==> src/rtl/vga_sync_decoder_if.sv <==
// Video sink bundle: sampled VGA sync/colour inputs plus the decoded pixel stream.
interface vga_sync_decoder_if;
  logic       hsync;
  logic       vsync;
  logic [2:0] red;
  logic [2:0] green;
  logic [1:0] blue;
  logic [9:0] pix_x;
  logic [9:0] pix_y;
  logic [7:0] pix_rgb;
  logic       pix_valid;
  logic       frame_start;
  logic       locked;
  logic [7:0] err_cnt;

  modport master (
    output hsync, vsync, red, green, blue,
    input  pix_x, pix_y, pix_rgb, pix_valid, frame_start, locked, err_cnt
  );

  modport slave (
    input  hsync, vsync, red, green, blue,
    output pix_x, pix_y, pix_rgb, pix_valid, frame_start, locked, err_cnt
  );
endinterface

==> src/rtl/vga_sync_decoder.sv <==
// VGA sink: rebuilds h/v position from the sync pulses, checks the timing mode,
// locks after consecutive good frames and emits active-area pixel coordinates.
module vga_sync_decoder #(
  parameter int H_TOTAL     = 800,
  parameter int V_TOTAL     = 521,
  parameter int HBP         = 144,
  parameter int HFP         = 784,
  parameter int VBP         = 31,
  parameter int VFP         = 511,
  parameter int LOCK_FRAMES = 2
) (
  input logic               dclk,
  input logic               clr_n,
  vga_sync_decoder_if.slave vid
);

  localparam logic [10:0] H_TOTAL_W = 11'(H_TOTAL);
  localparam logic [10:0] V_TOTAL_W = 11'(V_TOTAL);
  localparam logic [9:0]  HBP_W     = 10'(HBP);
  localparam logic [9:0]  HFP_W     = 10'(HFP);
  localparam logic [9:0]  VBP_W     = 10'(VBP);
  localparam logic [9:0]  VFP_W     = 10'(VFP);
  localparam logic [7:0]  LOCK_W    = 8'(LOCK_FRAMES);
  localparam logic [9:0]  CNT_MAX   = 10'h3FF;

  typedef enum logic [1:0] {
    SEARCH  = 2'd0,
    MEASURE = 2'd1,
    LOCKED  = 2'd2
  } state_t;

  state_t     state, state_nxt;
  logic       hs_d, vs_line, seen_hfall, line_bad;
  logic [9:0] hcnt, vcnt, hcnt_nxt, vcnt_nxt;
  logic [7:0] good_cnt, good_nxt;
  logic       hfall, vevent, len_bad, h_sat, bad_line, bad_frame;
  logic       err_inc, active, valid_nxt;
  logic [7:0] err_q, err_nxt, rgb_nxt;
  logic [9:0] x_nxt, y_nxt;
  logic [9:0] pix_x_q, pix_y_q;
  logic [7:0] pix_rgb_q;
  logic       pix_valid_q, frame_start_q, locked_q;

  // A frame boundary is only recognised at a line start, so a mid-line vsync
  // fall waits for the next hsync fall before it counts.
  always_comb begin
    hfall  = hs_d & ~vid.hsync;
    vevent = hfall & ~vid.vsync & vs_line;

    hcnt_nxt = hcnt;
    if (hfall)
      hcnt_nxt = '0;
    else if (hcnt != CNT_MAX)
      hcnt_nxt = hcnt + 10'd1;

    vcnt_nxt = vcnt;
    if (vevent)
      vcnt_nxt = '0;
    else if (hfall && (vcnt != CNT_MAX))
      vcnt_nxt = vcnt + 10'd1;

    len_bad   = hfall & seen_hfall & (({1'b0, hcnt} + 11'd1) != H_TOTAL_W);
    h_sat     = ~hfall & (hcnt == (CNT_MAX - 10'd1));
    bad_line  = len_bad | h_sat;
    bad_frame = vevent & ((({1'b0, vcnt} + 11'd1) != V_TOTAL_W) | line_bad | bad_line);
  end

  always_ff @(posedge dclk or negedge clr_n) begin
    if (!clr_n) begin
      hs_d       <= 1'b0;
      vs_line    <= 1'b0;
      seen_hfall <= 1'b0;
      line_bad   <= 1'b0;
      hcnt       <= '0;
      vcnt       <= '0;
    end else begin
      hs_d <= vid.hsync;
      if (hfall) begin
        vs_line    <= vid.vsync;
        seen_hfall <= 1'b1;
      end
      line_bad <= vevent ? 1'b0 : (line_bad | bad_line);
      hcnt     <= hcnt_nxt;
      vcnt     <= vcnt_nxt;
    end
  end

  always_ff @(posedge dclk or negedge clr_n) begin
    if (!clr_n) begin
      state    <= SEARCH;
      good_cnt <= '0;
    end else begin
      state    <= state_nxt;
      good_cnt <= good_nxt;
    end
  end

  always_comb begin
    state_nxt = state;
    good_nxt  = good_cnt;
    case (state)
      SEARCH: begin
        if (vevent) begin
          state_nxt = MEASURE;
          good_nxt  = '0;
        end
      end
      MEASURE: begin
        if (vevent) begin
          if (bad_frame) begin
            good_nxt = '0;
          end else begin
            good_nxt = good_cnt + 8'd1;
            if ((good_cnt + 8'd1) >= LOCK_W)
              state_nxt = LOCKED;
          end
        end
      end
      LOCKED: begin
        if (bad_line | bad_frame)
          state_nxt = SEARCH;
      end
      default: state_nxt = SEARCH;
    endcase
  end

  // A bad line coinciding with a bad frame is a single error.
  always_comb begin
    err_inc   = ((state == MEASURE) & bad_frame) |
                ((state == LOCKED) & (bad_line | bad_frame));
    err_nxt   = (err_inc && (err_q != 8'hFF)) ? err_q + 8'd1 : err_q;
    active    = (hcnt_nxt >= HBP_W) && (hcnt_nxt < HFP_W) &&
                (vcnt_nxt >= VBP_W) && (vcnt_nxt < VFP_W);
    valid_nxt = (state_nxt == LOCKED) && active;
    x_nxt     = valid_nxt ? (hcnt_nxt - HBP_W) : '0;
    y_nxt     = valid_nxt ? (vcnt_nxt - VBP_W) : '0;
    rgb_nxt   = valid_nxt ? {vid.red, vid.green, vid.blue} : '0;
  end

  always_ff @(posedge dclk or negedge clr_n) begin
    if (!clr_n) begin
      pix_x_q       <= '0;
      pix_y_q       <= '0;
      pix_rgb_q     <= '0;
      pix_valid_q   <= 1'b0;
      frame_start_q <= 1'b0;
      locked_q      <= 1'b0;
      err_q         <= '0;
    end else begin
      pix_x_q       <= x_nxt;
      pix_y_q       <= y_nxt;
      pix_rgb_q     <= rgb_nxt;
      pix_valid_q   <= valid_nxt;
      frame_start_q <= vevent;
      locked_q      <= (state_nxt == LOCKED);
      err_q         <= err_nxt;
    end
  end

  assign vid.pix_x       = pix_x_q;
  assign vid.pix_y       = pix_y_q;
  assign vid.pix_rgb     = pix_rgb_q;
  assign vid.pix_valid   = pix_valid_q;
  assign vid.frame_start = frame_start_q;
  assign vid.locked      = locked_q;
  assign vid.err_cnt     = err_q;

endmodule

==> src/flat_wrapper.sv <==
// flat-port wrapper written by rule: the top's interface ports become plain ports
module vga_sync_decoder_flat 
#(
  parameter int H_TOTAL     = 800,
  parameter int V_TOTAL     = 521,
  parameter int HBP         = 144,
  parameter int HFP         = 784,
  parameter int VBP         = 31,
  parameter int VFP         = 511,
  parameter int LOCK_FRAMES = 2
)
  (dclk, clr_n, vid_hsync, vid_vsync, vid_red, vid_green, vid_blue, vid_pix_x, vid_pix_y, vid_pix_rgb, vid_pix_valid, vid_frame_start, vid_locked, vid_err_cnt);
  vga_sync_decoder_if vid_i ();
  input logic dclk;
  input logic clr_n;
  input wire logic [$bits(vid_i.hsync)-1:0] vid_hsync;
  input wire logic [$bits(vid_i.vsync)-1:0] vid_vsync;
  input wire logic [$bits(vid_i.red)-1:0] vid_red;
  input wire logic [$bits(vid_i.green)-1:0] vid_green;
  input wire logic [$bits(vid_i.blue)-1:0] vid_blue;
  output wire logic [$bits(vid_i.pix_x)-1:0] vid_pix_x;
  output wire logic [$bits(vid_i.pix_y)-1:0] vid_pix_y;
  output wire logic [$bits(vid_i.pix_rgb)-1:0] vid_pix_rgb;
  output wire logic [$bits(vid_i.pix_valid)-1:0] vid_pix_valid;
  output wire logic [$bits(vid_i.frame_start)-1:0] vid_frame_start;
  output wire logic [$bits(vid_i.locked)-1:0] vid_locked;
  output wire logic [$bits(vid_i.err_cnt)-1:0] vid_err_cnt;
  assign vid_i.hsync = vid_hsync;
  assign vid_i.vsync = vid_vsync;
  assign vid_i.red = vid_red;
  assign vid_i.green = vid_green;
  assign vid_i.blue = vid_blue;
  assign vid_pix_x = vid_i.pix_x;
  assign vid_pix_y = vid_i.pix_y;
  assign vid_pix_rgb = vid_i.pix_rgb;
  assign vid_pix_valid = vid_i.pix_valid;
  assign vid_frame_start = vid_i.frame_start;
  assign vid_locked = vid_i.locked;
  assign vid_err_cnt = vid_i.err_cnt;
  vga_sync_decoder #(.H_TOTAL(H_TOTAL), .V_TOTAL(V_TOTAL), .HBP(HBP), .HFP(HFP), .VBP(VBP), .VFP(VFP), .LOCK_FRAMES(LOCK_FRAMES)) u_core (.dclk(dclk), .clr_n(clr_n), .vid(vid_i));
endmodule
==> config.mk <==
export PLATFORM = sky130hd
export DESIGN_NAME = vga_sync_decoder_flat
export DESIGN_NICKNAME = d
export VERILOG_FILES = /design/src/rtl/vga_sync_decoder_if.sv /design/src/rtl/vga_sync_decoder.sv /design/src/flat_wrapper.sv
export SDC_FILE = /design/constraint.sdc
export NUM_CORES = 1
export LEC_CHECK = 0
export BUFFER_PORTS_ARGS = -buffer_cell sky130_fd_sc_hd__buf_2
export CAP_MARGIN = 5
export CELL_PAD_IN_SITES_DETAIL_PLACEMENT = 2
export CELL_PAD_IN_SITES_GLOBAL_PLACEMENT = 2
export CORE_MARGIN = 2
export CORE_UTILIZATION = 33
export DETAILED_ROUTE_END_ITERATION = 12
export PLACE_DENSITY_LB_ADDON = 0.12
export SLEW_MARGIN = 20
export SYNTH_ARGS = -nofsm -noshare
export SYNTH_HDL_FRONTEND = slang
export SYNTH_SLANG_ARGS = --single-unit
==> constraint.sdc <==
create_clock -name dclk -period 3.22 [get_ports dclk]
set_input_delay 0.644 -clock dclk [delete_from_list [all_inputs] [get_ports dclk]]
set_output_delay 0.644 -clock dclk [all_outputs]
set_load 0.1 [all_outputs]
-- Word level (Yosys, flattened, before mapping)
Index checks and enable logic that the tools add are counted.
- $add $sub $neg: 8
- $mul: 0
- div/mod/pow operators: 0
- $lt $le $gt $ge: 5
- equality and inequality tests: 11
- shifts and indexed selects: 0
- muxes and demuxes: 18
- bitwise gates (word level): 18
- reductions and logical operators: 9
- operator list (cell ; number):
    $mux 10 ; 6
    $mux 8 ; 4
    $add 10x1->11 const B ; 2
    $ne 11x10->1 const B ; 2
    $add 10x1->10 const B ; 2
    $ne 10x10->1 const B ; 2
    $add 8x1->8 const B ; 2
    $pmux 8 s2 ; 1
    $eq 10x10->1 const B ; 1
    $ge 10x5->1 const B ; 1
    $ge 10x8->1 const B ; 1
    $lt 10x10->1 const B ; 1
    $lt 10x9->1 const B ; 1
    $mux 2 ; 5
    $sub 10x5->10 const B ; 1
    $sub 10x8->10 const B ; 1
    $and 1x1->1 ; 9
    $ge 8x2->1 const B ; 1
    $ne 8x8->1 const B ; 1
    $logic_and 1x1->1 ; 6
    $or 1x1->1 ; 6
    $pmux 2 s3 ; 1
    $eq 2x2->1 const B ; 2
    $ne 2x1->1 const B ; 2
    other kinds (6) ; 8
- register bits after elaboration: 73
- latch bits: 0
- bits in writable memories: 0
- ROM bits: 0
- word-level logic and storage cells: 84
- memories: 0

-- Depth between registers and ports, before layout
Gate-level depths: netlist of the first run.
- depth in word-level cells: 13
- mapped depth: 15

-- Worst setup path after synthesis of the first run
OpenSTA, ideal clock, no wires.
- path kind: reg2reg
- from: register u_core.vcnt[0]
- to: register u_core.pix_x_q[6], in the netlist u_core.vid.pix_x[6]
- setup time: 81 ps
- arrival: 3072 ps
- slack: 66 ps
- stages on the path, launching flop included: 12
- buffers on the path: 2
- period minus slack after synthesis: 3154 ps
- cell sequence: dfrtp_1 > ha_1 > and2_1 > or4_1 > a211o_1 > a2111oi_4 > and4_1 > o21ai_1 > or3_4 > buf_6 > buf_6 > nor3_2
- longest elaborated chain between the ends: 11
- ends and longest elaborated chain (what ; RTL line ; text):
    from (decl) ; vga_sync_decoder.sv:34 ; logic [9:0] hcnt, vcnt, hcnt_nxt, vcnt_nxt;
    from (signal assigned) ; vga_sync_decoder.sv:84 ; vcnt <= vcnt_nxt;
    $add 10x1->11 ; vga_sync_decoder.sv:65 ; bad_frame = vevent & ((({1'b0, vcnt} + 11'd1) != V_TOTAL_W) | line_bad | bad_line);
    $ne 11x10->1 ; vga_sync_decoder.sv:65 ;
    $or 1x1->1 (2 in series) ; vga_sync_decoder.sv:65 ;
    $and 1x1->1 ; vga_sync_decoder.sv:65 ;
    $or 1x1->1 / $mux 2 (equally long branches) ; vga_sync_decoder.sv:120, vga_sync_decoder.sv:110 ;
    $mux 2 (on tied branches) ; vga_sync_decoder.sv:120, vga_sync_decoder.sv:109 ;
    $pmux 2 s3 ; vga_sync_decoder.sv:101 ; case (state)
    $eq 2x2->1 ; vga_sync_decoder.sv:134 ; valid_nxt = (state_nxt == LOCKED) && active;
    $logic_and 1x1->1 * ; vga_sync_decoder.sv:134 ;
    $mux 10 * ; vga_sync_decoder.sv:135 ; x_nxt = valid_nxt ? (hcnt_nxt - HBP_W) : '0;
    via u_core.x_nxt[6] ; vga_sync_decoder.sv:39 ; logic [9:0] x_nxt, y_nxt;
    to (signal assigned) ; vga_sync_decoder.sv:150 ; pix_x_q <= x_nxt;
    to (decl) ; vga_sync_decoder.sv:40 ; logic [9:0] pix_x_q, pix_y_q;
Mark *: on every way through the listed nets, which the timed path passes. The rest lies on a longest branch.
A chain may end at the register's enable or synchronous reset.

-- Worst setup path in the final report of the first run
- from: register u_core.vcnt[0]
- to: register u_core.pix_rgb_q[2], in the netlist u_core.vid.pix_rgb[2]
- longest elaborated chain between the ends: 11
- ends and longest elaborated chain (what ; RTL line ; text):
    $add 10x1->11 ; vga_sync_decoder.sv:65 ;
    $ne 11x10->1 ; vga_sync_decoder.sv:65 ;
    $or 1x1->1 (2 in series) ; vga_sync_decoder.sv:65 ;
    $and 1x1->1 ; vga_sync_decoder.sv:65 ;
    $or 1x1->1 / $mux 2 (equally long branches) ; vga_sync_decoder.sv:120, vga_sync_decoder.sv:110 ;
    $mux 2 (on tied branches) ; vga_sync_decoder.sv:120, vga_sync_decoder.sv:109 ;
    $pmux 2 s3 ; vga_sync_decoder.sv:101 ;
    $eq 2x2->1 ; vga_sync_decoder.sv:134 ;
    $logic_and 1x1->1 * ; vga_sync_decoder.sv:134 ;
    $mux 8 * ; vga_sync_decoder.sv:137 ; rgb_nxt = valid_nxt ? {vid.red, vid.green, vid.blue} : '0;
    via u_core.rgb_nxt[2] ; vga_sync_decoder.sv:38 ; logic [7:0] err_q, err_nxt, rgb_nxt;
    to (signal assigned) ; vga_sync_decoder.sv:152 ; pix_rgb_q <= rgb_nxt;
    to (decl) ; vga_sync_decoder.sv:41 ; logic [7:0] pix_rgb_q;
Marked as above.

==> flow_summary_export.csv, run 1 <==
group,metric,value,unit
sta,rsz0062_at_grt,"true",
clock_network,cts_sinks,73,
global_routing,overflow,0,
global_routing,antenna_found_initial,0,
drt,wl_per_cell,19.3,um
sta,setup_viol,0,
drt,vias_per_cell,5.33,
pwr,p_leak,2.30,nW
yosys,synth-edff-count,0,
critical_path,r2r_cells,10,
floorplan,core-area,11400,um2
pwr,clock_power_share,38.5,%
worst_hold_path,worstHoldPathCells,1,
critical_path,endpoint_kind,"flop",
pwr,powerDensity,558,nW/um2
sta,max_freq,324,MHz
global_routing,grt_pass1_wl,20100,um
floorplan,rows,39,
yosys,synth.area.top_cells,"dfrtp_1 (48%), ha_1 (3.3%), xnor2_1 (3.2%)",
layout,fin_nets,492,
pwr,combPwrFrac,22.0,%
global_routing,grt_pass1_vias,3724,
clock_network,cts_tree,"built",
clock_network,clk_latency,0.34,ns
layout,final_common_cell,"dfrtp_1",
critical_path,critPathMaxFanout,9,
clock_network,htree_num_levels,3,
drt,wl_met2,5880,um
drt,drt_iter0_drc,109,
global_routing,grt_max_degree,74,
layout,fillerInstances,1230,
drt,met1Wirelength,5450,um
floorplan,die_y,112,um
critical_path,r2r_start,"u_core.vcnt[0]",
sta,whs,0.442,ns
pwr,intPower,1.85,mW
clock_network,path_clk_slew,0.06,ns
drt,vias,3294,
drt,drtAntennaViolNets,0,
pwr,p_sw,0.882,mW
pwr,pwr-share-seq,39.6,%
sta,final.setup.worst_slack,0.133,ns
floorplan,pin_count,51,
yosys,netlist_area,3840,um2
flow_run,max_cap_violations,0,
sta,finalCritPeriodShare,95.9,%
yosys,ys_types,57,
floorplan,start_util,33.8,%
yosys,synth_cells,392,
worst_hold_path,holdPathEnd,"u_core.hs_d",
critical_path,path_class,"reg -> reg",
drt,drc,0,
pwr,swShare,32.3,%
yosys,ys_seq_elements,73,
status,status,"completed",
drt,first_pass_iters,4,
clock_network,cts_made_buffers,9,
floorplan,die_w,112,um
critical_path,crit_required,3.46,ns
layout,layout_common_cells,"dfrtp_1 (71), buf_2 (49), buf_4 (30)",
global_routing,grt_usage,20.2,%
placement,io_buffer_count,50,
drt,wl,11900,um
sta,maxSlewHeadroom,36.3,%
placement,dp_hpwl,8460,um
yosys,synth_flop_cell,"dfrtp_1",
critical_path,cpMaxStageDelayCell,"or4_4",
yosys,async_flop_share,100,%
critical_path,crit_buf_inv,1,
layout,n_antenna_cell,0,
yosys,synth_top_area_share,47.5,%
drt,top_layer_used,"met4",
yosys,yosysWarnings,0,
floorplan,dieArea,12500,um2
placement,gp_congestion,0.802,
sta,skew,0.0118,ns
sta,setup_tns,0,ns
sta,worstMarginPinSlew,0.955,ns
sta,hold_viol,0,
pwr,ir_worst_vdd,0.000305,V
critical_path,crit_arrival,3.33,ns
critical_path,r2r_slack,0.13,ns
yosys,avgSynthCellArea,9.81,um2
clock_network,cts_buffer_depth,2,
critical_path,cp_cell_sequence,"ha_1, and2_1, or4_4, a211o_1, a2111oi_4, and4_1, o21ai_2, or3_4, buf_6, nor3b_1",
placement,place_ws,-0.0315,ns
yosys,synth_nets,414,
pwr,p_total,2.73,mW
drt,met3WireLength,399,um
worst_hold_path,holdCritPathClass,"in -> reg",
critical_path,slowest_delay,0.48,ns
layout,utilization,43.1,%
worst_hold_path,worstHoldStart,"vid_hsync",
sta,drv_slew,0,
layout,area_delta_synth_final,27.4,%
yosys,ys_seq_area_share,47.5,%
yosys,yosys.area.top_type,"dfrtp_1",
layout,layout-drive-gt1-share,29.5,%
sta,period_minus_slack,3.09,ns
critical_path,r2r_end,"u_core.vid.pix_rgb[2]",
critical_path,start_kind,"flop",
critical_path,crit_family,"simple AND/OR/NAND/NOR gates",
clock_network,cts_root_buf,"clkbuf_16",
-- logic make-up after synthesis --
logic type | count (synthesis) | share of synthesized area, %
buf+inv | 38 | 4.13
xor+xnor | 26 | 5.92
fa+ha+maj | 10 | 3.26
mux | 4 | 1.07
simple gates | 169 | 25.3
compound gates | 72 | 12.8
flops | 73 | 47.5
-- worst max path at each step --
stage / from / endpoint / slack [ns] / cells past startpoint
6_report: u_core.vcnt[0] / u_core.vid.pix_rgb[2] / 0.13 / 10
5_1_grt: u_core.hcnt[2] / u_core.vid.pix_rgb[7] / -0.02 / 11
4_1_cts: u_core.vcnt[0] / u_core.vid.pix_x[1] / 0.008 / 10
3_3_place_gp: u_core.vcnt[0] / u_core.vid.pix_y[8] / 0.11 / 9
3_5_place_dp: u_core.vcnt[0] / u_core.vid.pix_rgb[7] / -0.03 / 10
2_1_floorplan: u_core.vcnt[0] / u_core.vid.pix_x[6] / 0.07 / 11
-- repair_timing --
item                                    in CTS  in global routing
pin swaps                                    2                  3
resized for setup                            4                 24
hold buffers                                 0                  0
setup buffers                                2                  4
endpoints found under the setup margin       7                 35
-- final cells by class --
type,count,area (um2),share of cell area [%]
timing repair buffer,84,536,10.9
clock inverter,5,63.8,1.30
multi-input combinational,281,1960,40.0
tap,143,179,3.65
inverter,21,78.8,1.61
clock buffer,11,253,5.16
sequential,73,1830,37.3
-- routing by layer --
layer | vias up | GRT usage, %
met5 | - | 0
met4 | 0 | 6.01
met3 | 13 | 4.63
met2 | 49 | 33.9
met1 | 1671 | 26.1
li1 | 1561 | -
-- stage by stage --
step | cells | area, um2
final | 618 | 4900
after global routing | 618 | 4900
after CTS | 614 | 4770
after detailed placement | 596 | 4420
after global placement | 596 | 4420
after floorplan | 392 | 3840
-- power by group through the flow --
| stage | registers (mW) | logic, mW | clock network [mW] |
|---|---|---|---|
| finish | 1.08 | 0.600 | 1.05 |
| global route | 1.09 | 0.654 | 1.11 |
| CTS | 1.08 | 0.587 | 1.07 |
| detailed placement | 1.09 | 0.574 | 0 |
| global placement | 1.09 | 0.554 | 0 |
| floorplan | 1.16 | 0.274 | 0 |
-- Yosys cell counts (5+ instances only) --
cell type	count
inv_1	21
dfrtp_1	73
nor3_2	9
nand2_1	26
clkbuf_1	11
nor3b_1	16
a211oi_1	5
ha_1	10
xnor2_1	14
a21oi_1	20
and3_1	9
nand3_1	24
o21ai_0	14
nor3_1	14
or3_1	5
nor2_1	26
xor2_1	12
nand4_1	11
-- sequential cells by signal (all words and copies together), names as in the netlist, 2 cells and up --
name / count
u_core.vid.pix_y: 10
u_core.hcnt: 10
u_core.vcnt: 10
u_core.vid.pix_x: 10
u_core.state: 2
u_core.good_cnt: 8
u_core.vid.err_cnt: 8
u_core.vid.pix_rgb: 8
-- worst reg2reg max path, cell delays in order, from the launching register on --
cell       delay, ns
dfrtp_1         0.39
ha_1            0.21
and2_1          0.16
or4_4           0.48
a211o_1         0.30
a2111oi_4       0.37
and4_1          0.26
o21ai_2         0.07
or3_4           0.41
buf_6           0.17
nor3b_1         0.18
No activity file was read; power rests on OpenSTA's default activity.
==> run 2: changes to the inputs <==
--- a/config.mk
+++ b/config.mk
@@ -13,6 +13,7 @@
 export CORE_UTILIZATION = 33
 export DETAILED_ROUTE_END_ITERATION = 12
 export PLACE_DENSITY_LB_ADDON = 0.12
+export REMOVE_ABC_BUFFERS = 1
 export SLEW_MARGIN = 20
 export SYNTH_ARGS = -nofsm -noshare
 export SYNTH_HDL_FRONTEND = slang
==> flow_summary_export.csv, run 2 (synthesis results as in run 1) <==
group,metric,value,unit
global_routing,grt_max_degree,74,
critical_path,cpMaxStageDelayCell,"or4_1",
clock_network,htree_num_levels,3,
floorplan,start_util,33.8,%
sta,hold_viol,0,
layout,fin_nets,504,
placement,dp_cells,613,
global_routing,overflow,0,
sta,worstMarginPinSlew,0.971,ns
critical_path,critPathMaxFanout,11,
global_routing,grt_pass1_wl,20200,um
critical_path,crit_buf_inv,1,
layout,stdcell_count,630,
floorplan,core-area,11400,um2
clock_network,cts_made_buffers,9,
clock_network,cts_root_buf,"clkbuf_16",
clock_network,path_clk_slew,0.06,ns
critical_path,start_kind,"flop",
floorplan,die_y,112,um
critical_path,path_class,"reg -> reg",
sta,max_freq,325,MHz
clock_network,cts_tree,"built",
flow_run,max_cap_violations,0,
pwr,ir_worst_vdd,0.000323,V
sta,setup_viol,0,
sta,drv_slew,0,
critical_path,slowest_delay,0.47,ns
clock_network,cts_buffer_depth,2,
drt,drt_iter0_drc,83,
placement,dp_hpwl,8400,um
sta,skew,0.00887,ns
critical_path,endpoint_kind,"flop",
status,status,"completed",
layout,area_delta_synth_final,29.8,%
critical_path,crit_required,3.46,ns
drt,wl,12100,um
worst_hold_path,holdCritPathClass,"in -> async",
pwr,powerDensity,545,nW/um2
sta,finalCritPeriodShare,95.6,%
floorplan,rows,39,
clock_network,ctsHoldBuffers,0,
clock_network,clk_latency,0.33,ns
layout,layout-drive-gt1-share,30.0,%
layout,final_common_cell,"dfrtp_1",
floorplan,dieArea,12500,um2
sta,rsz0062_at_grt,"true",
sta,maxSlewHeadroom,35.3,%
drt,wl_per_cell,19.3,um
drt,drc,0,
floorplan,pin_count,51,
clock_network,cts_sinks,73,
sta,period_minus_slack,3.08,ns
layout,layout_common_cells,"dfrtp_1 (73), buf_2 (49), buf_4 (43)",
placement,io_buffer_count,50,
drt,drtAntennaViolNets,0,
drt,vias_per_cell,5.34,
critical_path,cp_cell_sequence,"ha_4, and2_4, or4_1, a211o_1, a2111oi_4, and4_1, o21ai_1, or3_4, buf_12, nor4_2",
pwr,p_total,2.72,mW
drt,vias,3362,
critical_path,crit_family,"simple AND/OR/NAND/NOR gates",
global_routing,grt_pass1_vias,3776,
layout,n_antenna_cell,0,
global_routing,antenna_found_initial,0,
pwr,p_leak,2.35,nW
floorplan,die_w,112,um
critical_path,crit_arrival,3.32,ns
placement,gp_congestion,0.783,
drt,first_pass_iters,4,
global_routing,grt_usage,20.3,%
[run 2: per-stage QoR]
step	TNS, ns	setup slack, ns	hold slack, ns	cell area (um2)	util, %
after floorplan	-6.55	-0.257	0.348	3760	-
after global placement	0	0.102	0.442	4570	40.2
after detailed placement	-0.0127	-0.0127	0.457	4570	40.2
after CTS	0	0.00804	0.444	4880	42.9
after global routing	-0.0106	-0.0106	0.457	4990	43.9
final	0	0.142	0.435	4990	43.9
[run 2: final cells by class]
class / count / area (um2)
fill: 1231 / 6380
multi-input combinational: 281 / 1950
sequential: 73 / 1830
timing repair buffer: 96 / 653
clock buffer: 11 / 243
tap: 143 / 179
inverter: 21 / 78.8
clock inverter: 5 / 55.1
[run 2: report_power, final]
part	switching (mW)	internal (mW)	total [mW]	leakage (nW)
registers	0.0946	0.981	1.08	0.991
clock network	0.401	0.619	1.02	0.142
logic	0.373	0.248	0.620	1.22
total	0.868	1.85	2.72	2.35
[run 2: timing repair]
action / CTS / global route
endpoints found under the setup margin: 3 / 30
resized for setup: 2 / 17
cloned: 0 / 1
pin swaps: 4 / 3
buffers inserted: 0 / 0
[run 2: final timing paths]
path / slack, ns / start / to / cells past startpoint
setup / recovery: 0.14 / u_core.vcnt[0] / u_core.vid.pix_y[9] / 10
hold / removal: 0.43 / clr_n / u_core.vcnt[6] / 1
setup reg to reg: 0.14 / u_core.vcnt[0] / u_core.vid.pix_y[9] / 10
hold reg to reg: 0.43 / u_core.state[1] / u_core.state[0] / 1
max in group asynchronous: 2.12 / clr_n / u_core.vcnt[2] / 1
min in group dclk: 0.44 / u_core.state[1] / u_core.state[0] / 1
[run 2: layer usage]
layer	routed length [um]	GRT usage, %	vias up
li1	-	-	1589
met1	5600	26.9	1714
met2	6040	33.6	45
met3	317	3.27	14
met4	176	7.33	0
met5	0	0	-
